$ cat src/rtl/imm_gen_pipe_if.sv
// Stream interface for imm_gen_pipe.
//   Upstream (instruction) side : in_valid, in_ready, in_instr[31:0], in_pc[XLEN-1:0]
//   Downstream (result) side    : out_valid, out_ready, out_imm, out_target,
//                                 out_fmt[2:0], out_illegal
// The slave modport is the decoder's view; the master modport is the
// environment's view (drives instructions, consumes results).
interface imm_gen_pipe_if #(
  parameter int XLEN = 32
);
  logic            in_valid;
  logic            in_ready;
  logic [31:0]     in_instr;
  logic [XLEN-1:0] in_pc;
  logic            out_valid;
  logic            out_ready;
  logic [XLEN-1:0] out_imm;
  logic [XLEN-1:0] out_target;
  logic [2:0]      out_fmt;
  logic            out_illegal;

  modport master (
    output in_valid, in_instr, in_pc, out_ready,
    input  in_ready, out_valid, out_imm, out_target, out_fmt, out_illegal
  );

  modport slave (
    input  in_valid, in_instr, in_pc, out_ready,
    output in_ready, out_valid, out_imm, out_target, out_fmt, out_illegal
  );
endinterface

$ cat src/rtl/imm_gen_pipe.sv
// imm_gen_pipe: single-stage pipelined RV32I/RV64I immediate generator.
// Decodes the immediate and format of the presented instruction, computes
// the PC-relative target pc + imm, and registers the result behind a
// valid/ready handshake with flush. A saturating counter records how many
// accepted (unflushed) instructions had an undecodable opcode.
// Ports:
//   clk         clock, rising edge
//   rst_n       synchronous active-low reset
//   bus         imm_gen_pipe_if.slave (instruction in, result out)
//   flush       kills the held result and any instruction accepted this cycle
//   cnt_clr     clears illegal_cnt (wins over a same-cycle increment)
//   illegal_cnt saturating illegal-opcode count
module imm_gen_pipe #(
  parameter int XLEN      = 32,
  parameter int CNT_WIDTH = 8
) (
  input  logic                 clk,
  input  logic                 rst_n,
  imm_gen_pipe_if.slave        bus,
  input  logic                 flush,
  input  logic                 cnt_clr,
  output logic [CNT_WIDTH-1:0] illegal_cnt
);

  if (XLEN != 32 && XLEN != 64) begin : g_bad_xlen
    $error("imm_gen_pipe: XLEN must be 32 or 64");
  end
  if (CNT_WIDTH < 1) begin : g_bad_cnt
    $error("imm_gen_pipe: CNT_WIDTH must be >= 1");
  end

  localparam logic [2:0] FMT_NONE = 3'd0;
  localparam logic [2:0] FMT_I    = 3'd1;
  localparam logic [2:0] FMT_S    = 3'd2;
  localparam logic [2:0] FMT_B    = 3'd3;
  localparam logic [2:0] FMT_U    = 3'd4;
  localparam logic [2:0] FMT_J    = 3'd5;

  localparam logic [6:0] OP_OPIMM  = 7'b0010011;
  localparam logic [6:0] OP_LOAD   = 7'b0000011;
  localparam logic [6:0] OP_JALR   = 7'b1100111;
  localparam logic [6:0] OP_FENCE  = 7'b0001111;
  localparam logic [6:0] OP_SYSTEM = 7'b1110011;
  localparam logic [6:0] OP_STORE  = 7'b0100011;
  localparam logic [6:0] OP_BRANCH = 7'b1100011;
  localparam logic [6:0] OP_LUI    = 7'b0110111;
  localparam logic [6:0] OP_AUIPC  = 7'b0010111;
  localparam logic [6:0] OP_JAL    = 7'b1101111;

  function automatic logic [CNT_WIDTH-1:0] sat_inc(input logic [CNT_WIDTH-1:0] v);
    return (&v) ? v : v + 1'b1;
  endfunction

  // ---- stage p0: combinational decode of the presented instruction ----
  logic [6:0]             opcode_p0;
  logic signed [11:0]     imm_i_p0;
  logic signed [11:0]     imm_s_p0;
  logic signed [12:0]     imm_b_p0;
  logic signed [31:0]     imm_u_p0;
  logic signed [20:0]     imm_j_p0;
  logic signed [XLEN-1:0] imm_p0;
  logic [XLEN-1:0]        target_p0;
  logic [2:0]             fmt_p0;
  logic                   illegal_p0;
  logic                   accept_p0;

  // Narrow signed fields; the XLEN'() casts below sign-extend from instr[31].
  assign opcode_p0 = bus.in_instr[6:0];
  assign imm_i_p0  = bus.in_instr[31:20];
  assign imm_s_p0  = {bus.in_instr[31:25], bus.in_instr[11:7]};
  assign imm_b_p0  = {bus.in_instr[31], bus.in_instr[7], bus.in_instr[30:25],
                      bus.in_instr[11:8], 1'b0};
  assign imm_u_p0  = {bus.in_instr[31:12], 12'b0};
  assign imm_j_p0  = {bus.in_instr[31], bus.in_instr[19:12], bus.in_instr[20],
                      bus.in_instr[30:21], 1'b0};

  always_comb begin
    fmt_p0     = FMT_NONE;
    illegal_p0 = 1'b0;
    imm_p0     = '0;
    case (opcode_p0)
      OP_OPIMM, OP_LOAD, OP_JALR, OP_FENCE, OP_SYSTEM: begin
        fmt_p0 = FMT_I;
        imm_p0 = XLEN'(imm_i_p0);
      end
      OP_STORE: begin
        fmt_p0 = FMT_S;
        imm_p0 = XLEN'(imm_s_p0);
      end
      OP_BRANCH: begin
        fmt_p0 = FMT_B;
        imm_p0 = XLEN'(imm_b_p0);
      end
      OP_LUI, OP_AUIPC: begin
        fmt_p0 = FMT_U;
        imm_p0 = XLEN'(imm_u_p0);
      end
      OP_JAL: begin
        fmt_p0 = FMT_J;
        imm_p0 = XLEN'(imm_j_p0);
      end
      default: illegal_p0 = 1'b1;
    endcase
  end

  // imm is zero for undecodable opcodes, so the target degenerates to pc.
  assign target_p0 = bus.in_pc + $unsigned(imm_p0);

  // ---- stage p1: result registers and handshake ----
  logic                   vld_p1;
  logic signed [XLEN-1:0] imm_p1;
  logic [XLEN-1:0]        target_p1;
  logic [2:0]             fmt_p1;
  logic                   illegal_p1;
  logic [CNT_WIDTH-1:0]   cnt_p1;

  // rst_n gates in_ready so nothing is accepted while reset is held.
  assign bus.in_ready = rst_n & (~vld_p1 | bus.out_ready);
  assign accept_p0    = bus.in_valid & bus.in_ready;

  always_ff @(posedge clk) begin
    if (!rst_n) begin
      vld_p1     <= 1'b0;
      imm_p1     <= '0;
      target_p1  <= '0;
      fmt_p1     <= FMT_NONE;
      illegal_p1 <= 1'b0;
      cnt_p1     <= '0;
    end else begin
      if (flush)              vld_p1 <= 1'b0;
      else if (accept_p0)     vld_p1 <= 1'b1;
      else if (bus.out_ready) vld_p1 <= 1'b0;

      if (accept_p0 && !flush) begin
        imm_p1     <= imm_p0;
        target_p1  <= target_p0;
        fmt_p1     <= fmt_p0;
        illegal_p1 <= illegal_p0;
      end

      if (cnt_clr)                                 cnt_p1 <= '0;
      else if (accept_p0 && !flush && illegal_p0)  cnt_p1 <= sat_inc(cnt_p1);
    end
  end

  assign bus.out_valid   = vld_p1;
  assign bus.out_imm     = imm_p1;
  assign bus.out_target  = target_p1;
  assign bus.out_fmt     = fmt_p1;
  assign bus.out_illegal = illegal_p1;
  assign illegal_cnt     = cnt_p1;

endmodule

$ cat src/flat_wrapper.sv
// flat-port wrapper written by rule: the top's interface ports become plain ports
module imm_gen_pipe_flat 
#(
  parameter int XLEN      = 32,
  parameter int CNT_WIDTH = 8
)
  (clk, rst_n, flush, cnt_clr, illegal_cnt, bus_in_valid, bus_in_instr, bus_in_pc, bus_out_ready, bus_in_ready, bus_out_valid, bus_out_imm, bus_out_target, bus_out_fmt, bus_out_illegal);
  imm_gen_pipe_if #(.XLEN(XLEN)) bus_i ();
  input  logic clk;
  input  logic rst_n;
  input  logic flush;
  input  logic cnt_clr;
  output logic [CNT_WIDTH-1:0] illegal_cnt;
  input wire logic [$bits(bus_i.in_valid)-1:0] bus_in_valid;
  input wire logic [$bits(bus_i.in_instr)-1:0] bus_in_instr;
  input wire logic [$bits(bus_i.in_pc)-1:0] bus_in_pc;
  input wire logic [$bits(bus_i.out_ready)-1:0] bus_out_ready;
  output wire logic [$bits(bus_i.in_ready)-1:0] bus_in_ready;
  output wire logic [$bits(bus_i.out_valid)-1:0] bus_out_valid;
  output wire logic [$bits(bus_i.out_imm)-1:0] bus_out_imm;
  output wire logic [$bits(bus_i.out_target)-1:0] bus_out_target;
  output wire logic [$bits(bus_i.out_fmt)-1:0] bus_out_fmt;
  output wire logic [$bits(bus_i.out_illegal)-1:0] bus_out_illegal;
  assign bus_i.in_valid = bus_in_valid;
  assign bus_i.in_instr = bus_in_instr;
  assign bus_i.in_pc = bus_in_pc;
  assign bus_i.out_ready = bus_out_ready;
  assign bus_in_ready = bus_i.in_ready;
  assign bus_out_valid = bus_i.out_valid;
  assign bus_out_imm = bus_i.out_imm;
  assign bus_out_target = bus_i.out_target;
  assign bus_out_fmt = bus_i.out_fmt;
  assign bus_out_illegal = bus_i.out_illegal;
  imm_gen_pipe #(.XLEN(XLEN), .CNT_WIDTH(CNT_WIDTH)) u_core (.clk(clk), .rst_n(rst_n), .bus(bus_i), .flush(flush), .cnt_clr(cnt_clr), .illegal_cnt(illegal_cnt));
endmodule
$ cat config.mk
export PLATFORM = sky130hd
export DESIGN_NAME = imm_gen_pipe_flat
export DESIGN_NICKNAME = d
export VERILOG_FILES = /design/src/rtl/imm_gen_pipe_if.sv /design/src/rtl/imm_gen_pipe.sv /design/src/flat_wrapper.sv
export SDC_FILE = /design/constraint.sdc
export NUM_CORES = 1
export LEC_CHECK = 0
export BUFFER_PORTS_ARGS = -buffer_cell sky130_fd_sc_hd__buf_2
export CELL_PAD_IN_SITES_DETAIL_PLACEMENT = 0
export CELL_PAD_IN_SITES_GLOBAL_PLACEMENT = 1
export CORE_MARGIN = 10
export CORE_UTILIZATION = 35
export CTS_BUF_LIST = sky130_fd_sc_hd__clkbuf_8
export DETAILED_ROUTE_END_ITERATION = 10
export MAX_ROUTING_LAYER = met4
export PLACE_DENSITY = 0.83
export SKIP_LAST_GASP = 1
export SLEW_MARGIN = 40
export SYNTH_ARGS = -nofsm -noshare
export SYNTH_HDL_FRONTEND = slang
export SYNTH_SLANG_ARGS = --single-unit
$ cat constraint.sdc
create_clock -name clk -period 2.94 [get_ports clk]
set_input_delay 0.294 -clock clk [delete_from_list [all_inputs] [get_ports clk]]
set_output_delay 0.294 -clock clk [all_outputs]
set_load 0.02 [all_outputs]
After elaboration in Yosys (flattened, before gate mapping)
Index checks and enable logic that the tools add are counted.
{ "word_totals": {"latchBits": 0, "mem_bits_ro": 0, "in_bits": 70, "mem_bits_rw": 0, "regBits": 77, "n_memories": 0} }
{ "op_classes": {"eq_ne": 10, "mul": 0, "n_mux": 5, "order_cmp": 0, "div_mod_pow": 0, "n_addsub": 2, "reduce_logical": 11, "bitwise": 6, "n_shift": 0} }
{ "op_table": {"columns": ["operator", "count"], "rows": [
  ["case mux 32 bit (5 select lines)", 1],
  ["adder 32 bit", 1],
  ["equality test 7 bit (second input constant)", 4],
  ["case mux 3 bit (5 select lines)", 1],
  ["equality test 7 x 5 -> 1 bit (second input constant)", 2],
  ["equality test 7 x 6 -> 1 bit (second input constant)", 2],
  ["OR reduction 10 bit", 1],
  ["adder 8 x 1 -> 8 bit (second input constant)", 1],
  ["AND reduction 8 bit", 1],
  ["equality test 7 x 2 -> 1 bit (second input constant)", 1],
  ["equality test 7 x 4 -> 1 bit (second input constant)", 1],
  ["OR reduction 2 bit", 3],
  ["OR reduction 5 bit", 1],
  ["2-to-1 mux 1 bit", 3],
  ["NOT 1 bit", 3],
  ["bitwise AND 1 bit", 2],
  ["logical AND 1 bit", 2],
  ["AND reduction 2 bit", 1],
  ["nonzero test 2 bit", 1],
  ["logical NOT 1 bit", 1],
  ["OR 1 bit", 1]
]} }

Longest topological paths before layout
{ "depth": {"word_depth": 7, "mapped_depth": 16} }

Worst setup path before layout
Ideal clock, no wire load.
{ "synth_timing": {"path_type": "input to register", "startpoint": "input port bus_in_instr[3]", "endpoint": "register u_core.target_p1[28], in the netlist u_core.bus.out_target[28]", "cell_stages": 13, "arrival_time_ns": 3.109, "required_time_ns": 2.820, "slack_ns": -0.288, "setup_time_ns": 0.120, "cell_sequence": "nand3b_2 nor4b_4 a32o_1 ha_1 inv_1 fa_1 nand2b_1 a21oi_2 o211ai_2 a21oi_1 o21ai_2 a21o_1 a211o_1"} }
{ "synth_via": {"elab_chain_cells": 4, "elab_cells_between_ends": 14} }
{ "synth_lines": {"columns": ["element", "line_no", "text"], "rows": [
  ["from (decl)", "flat_wrapper.sv:15", "input wire logic [$bits(bus_i.in_instr)-1:0] bus_in_instr;"],
  ["equality test 7 x 5 -> 1 bit, or another cell as far along", "imm_gen_pipe.sv:81", "case (opcode_p0)"],
  ["OR reduction 5 bit or OR reduction 2 bit (tied branches)", null, null],
  ["case mux 32 bit (5 select lines) *", "imm_gen_pipe.sv:81", null],
  ["via u_core.imm_p0[0]", "imm_gen_pipe.sv:61", "logic signed [XLEN-1:0] imm_p0;"],
  ["adder 32 bit *", "imm_gen_pipe.sv:107", "assign target_p0 = bus.in_pc + $unsigned(imm_p0);"],
  ["to (signal assigned)", "imm_gen_pipe.sv:136", "target_p1 <= target_p0;"],
  ["to (decl)", "imm_gen_pipe.sv:112", "logic [XLEN-1:0] target_p1;"]
]} }
Mark *: on every way through the listed nets, which the timed path passes. The rest lies on a longest branch.
A chain may end at the register's enable or synchronous reset.

Worst setup path in the final report
{ "layout_timing": {"startpoint": "input port bus_in_instr[4]", "endpoint": "register u_core.target_p1[25], in the netlist u_core.bus.out_target[25]"} }
Same word-level chain as after synthesis.

==> flow_summary.toml <==
[logic_synthesis]
syn-cell-area_mm2 = 0.005226
avgSynthCellArea_um2 = 7.895
synth_cells = 662
synthArstFlopShare_pct = 0
yosys_warnings = 0
synth_edf_count = 0
synth_cell_types = 71
synthTopCellsByArea = "dfxtp_1 (29%), ha_1 (7.7%), nand2_1 (6.8%), a21o_1 (4.6%), a21oi_1 (4.1%)"
synth_top_area_share_pct = 29.49
synth-seq-cells = 77
ys_seq_area_share_pct = 29.49
yosys.area.top_type = "dfxtp_1"
synth_flop_cell = "dfxtp_1"
synth_nets = 765

[worst_setup_path]
worst_ep_required_time_ns = 3.24
worstReg2RegStart = "u_core.bus.out_valid$_SDFFE_PP0P_"
startpoint = "bus_in_instr[4]"
rr_worst_depth = 6
r2r-end = "u_core.illegal_cnt[7]$_SDFFE_PP0P_"
cp_max_fo = 7
cp.arrival_ns = 3.21
setup.worst_path.end_class = "flop"
crit_type = "input port to flop"
endpoint = "u_core.bus.out_target[25]$_SDFFE_PN0P_"
rrSetupSlack_ns = 0.92
critPathLaunchType = "input port"

[final_layout]
layout-drive-gt1-share_pct = 39.38
final_nets = 1032
layout_common_cells = "buf_2 (146), buf_4 (138), nand2_1 (91)"
mostFrequentLayoutCell = "buf_2"
antenna_cells = 0
final_area_mm2 = 0.007705
syn_to_final_growth_pct = 47.43

[routing]
drc_errors = 0
drt_iter0_drc = 251
drtAntennaViolNets = 0
drt-total-wl_mm = 18.43
vias_per_cell = 5.141
vias = 5737
drt-wirelength-per-cell_um = 16.51
firstDrtPassIters = 5

[die]
start_util_pct = 35.82
core_region_area_mm2 = 0.01459
rows = 44
dieArea_mm2 = 0.02022
die_height_um = 142.2
die_w_um = 142.2
io_pins = 148

[sta]
maxSlewHeadroom_pct = 54.66
finalHoldViolCount = 0
setup_viol = 0
timing.hold.ws_ns = 0.2111
worst_pin_slew_ns = 0.6801
setup_slack_ns = 0.03803
skew_ns = 0.009174
maxSlewViolCount = 0
rsz0062_at_grt = "true"
fin_crit_ns = 2.902
period_share_pct = 98.71
clock.fmax_mhz = 344.6

[place]
dp_hpwl_mm = 14.66
place.gp.congestion = 0.9322
port_buffers = 147
preCtsSetupSlack_ns = -0.3914
place_area_mm2 = 0.007232

[clock_tree]
cts_buffers = 9
clk_pin_slew_ns = 0.08
clk-insertion-delay-late_ns = 0.36
root_buffer = "clkbuf_8"
cts_tree = "done"
cts.htree.levels = 3
clk_path_buf_depth = 2
cts_sinks = 77

[global_route]
grt_overflow = 0
grt_pass1_wl_mm = 27.91
grt_max_degree = 71
grt_pass1_vias = 5492
track_usage_pct = 17.48
grt_antenna_before_repair = 0

[power_and_ir_drop]
switchingPower_uw = 765.3
comb_power_share_pct = 24.2
pwr-share-seq_pct = 41.7
internal_power_mw = 1.865
power_density_mw_per_mm2 = 341.4
p_leak_nw = 3.874
power_frac_clock_pct = 34.1
swShare_pct = 29.09
irDropWorstVdd_uv = 174.8

[flow_run]
max_cap_violations = 0

[min_path]
min_path_type = "input port to flop"

[outcome]
outcome = "complete, no violations"
state kept, by name, indices dropped and copies added, names as in the netlist:
signal	count
u_core.bus.out_fmt	3
u_core.bus.out_valid	1
u_core.bus.out_target	32
u_core.bus.out_illegal	1
u_core.bus.out_imm	32
u_core.illegal_cnt	8
layer usage:
| metal | track usage, % | routed length, um | vias to the layer above |
|---|---|---|---|
| li1 | - | - | 2943 |
| met1 | 21.06 | 8144 | 2650 |
| met2 | 28.59 | 9065 | 127 |
| met3 | 3.571 | 957 | 17 |
| met4 | 5.594 | 262 | 0 |
| met5 | - | 0 | - |
worst max-delay path, stage by stage:
cell	delay [ns]
buf_2	0.12
xor2_1	0.18
a2bb2oi_2	0.18
o22ai_2	0.12
o21a_1	0.24
buf_12	0.15
a21o_1	0.19
ha_4	0.30
nand4_1	0.23
nor2_2	0.21
nand3_2	0.15
a31oi_4	0.22
nand2_2	0.10
or4_1	0.42
nand3_1	0.10
worst min-delay path by stage:
stage	end	slack, ns	cells after the start	start
after floorplan	u_core.bus.out_valid$_SDFFE_PP0P_	0.43	2	bus_in_valid
after global placement	u_core.bus.out_target[17]$_SDFFE_PN0P_	0.44	2	u_core.bus.out_target[17]$_SDFFE_PN0P_
after detailed placement	u_core.bus.out_target[17]$_SDFFE_PN0P_	0.44	2	u_core.bus.out_target[17]$_SDFFE_PN0P_
after CTS	u_core.bus.out_valid$_SDFFE_PP0P_	0.19	3	bus_in_valid
after global routing	u_core.bus.out_valid$_SDFFE_PP0P_	0.21	3	bus_in_valid
final	u_core.bus.out_valid$_SDFFE_PP0P_	0.21	3	bus_in_valid
power groups by stage:
stage	registers, mW	clock network, mW	logic, mW
2_1_floorplan	1.16	0	0.285
3_3_place_gp	1.12	0	0.603
3_5_place_dp	1.12	0	0.606
4_1_cts	1.10	0.922	0.610
5_1_grt	1.10	0.961	0.694
6_report	1.10	0.897	0.636
cell families (layout without fill, tap and decap cells):
kind of cell / after synthesis / in the layout / share of synthesized area (%)
and+or+nand+nor: 266 / 266 / 26.02
AOI/OAI and AO/OA: 214 / 215 / 28.68
DFF: 77 / 77 / 29.49
buffers and inverters: 48 / 317 / 3.615
adders and majority gates: 33 / 33 / 8.044
xor gates and xnor gates: 19 / 19 / 3.184
muxes: 5 / 5 / 0.9577
final cells by class:
cell class | count | area (um2)
timing repair buffer | 290 | 1864
sequential | 77 | 1541
tap | 184 | 230.2
inverter | 13 | 48.80
multi-input combinational | 538 | 3809
fill | 1406 | 6884
clock buffer | 10 | 137.6
clock inverter | 4 | 73.82
metrics by stage:
stage                     total power, mW  std cells  utilization [%]  setup TNS [ns]
after floorplan                     1.449        662                -        -0.04910
after global placement              1.723       1091            49.57          -4.621
after detailed placement            1.727       1091            49.57          -5.870
after CTS                           2.628       1105            51.05               0
after global routing                2.756       1116            52.81         -0.5537
final                               2.631       1116            52.81               0
timing repair:
item | 4_1_cts | 5_1_grt
gates resized for setup | 1 | 39
pin swaps | 0 | 31
hold buffers | 0 | 0
setup endpoints to repair | 1 | 21
buffers inserted | 0 | 10
cloned | 0 | 1
cell usage after synthesis, drive strengths merged, types with 12 or more instances:
cell    instances
nor2           46
dfxtp          77
clkbuf         20
nand3          25
a21oi          45
a21o           32
nand4          12
nand2          94
nor3           13
o21a           13
inv            13
ha             32
and2           21
xor2           16
buf            15
a21boi         33
o21ai          35
Power figures use the tool's default switching activity.
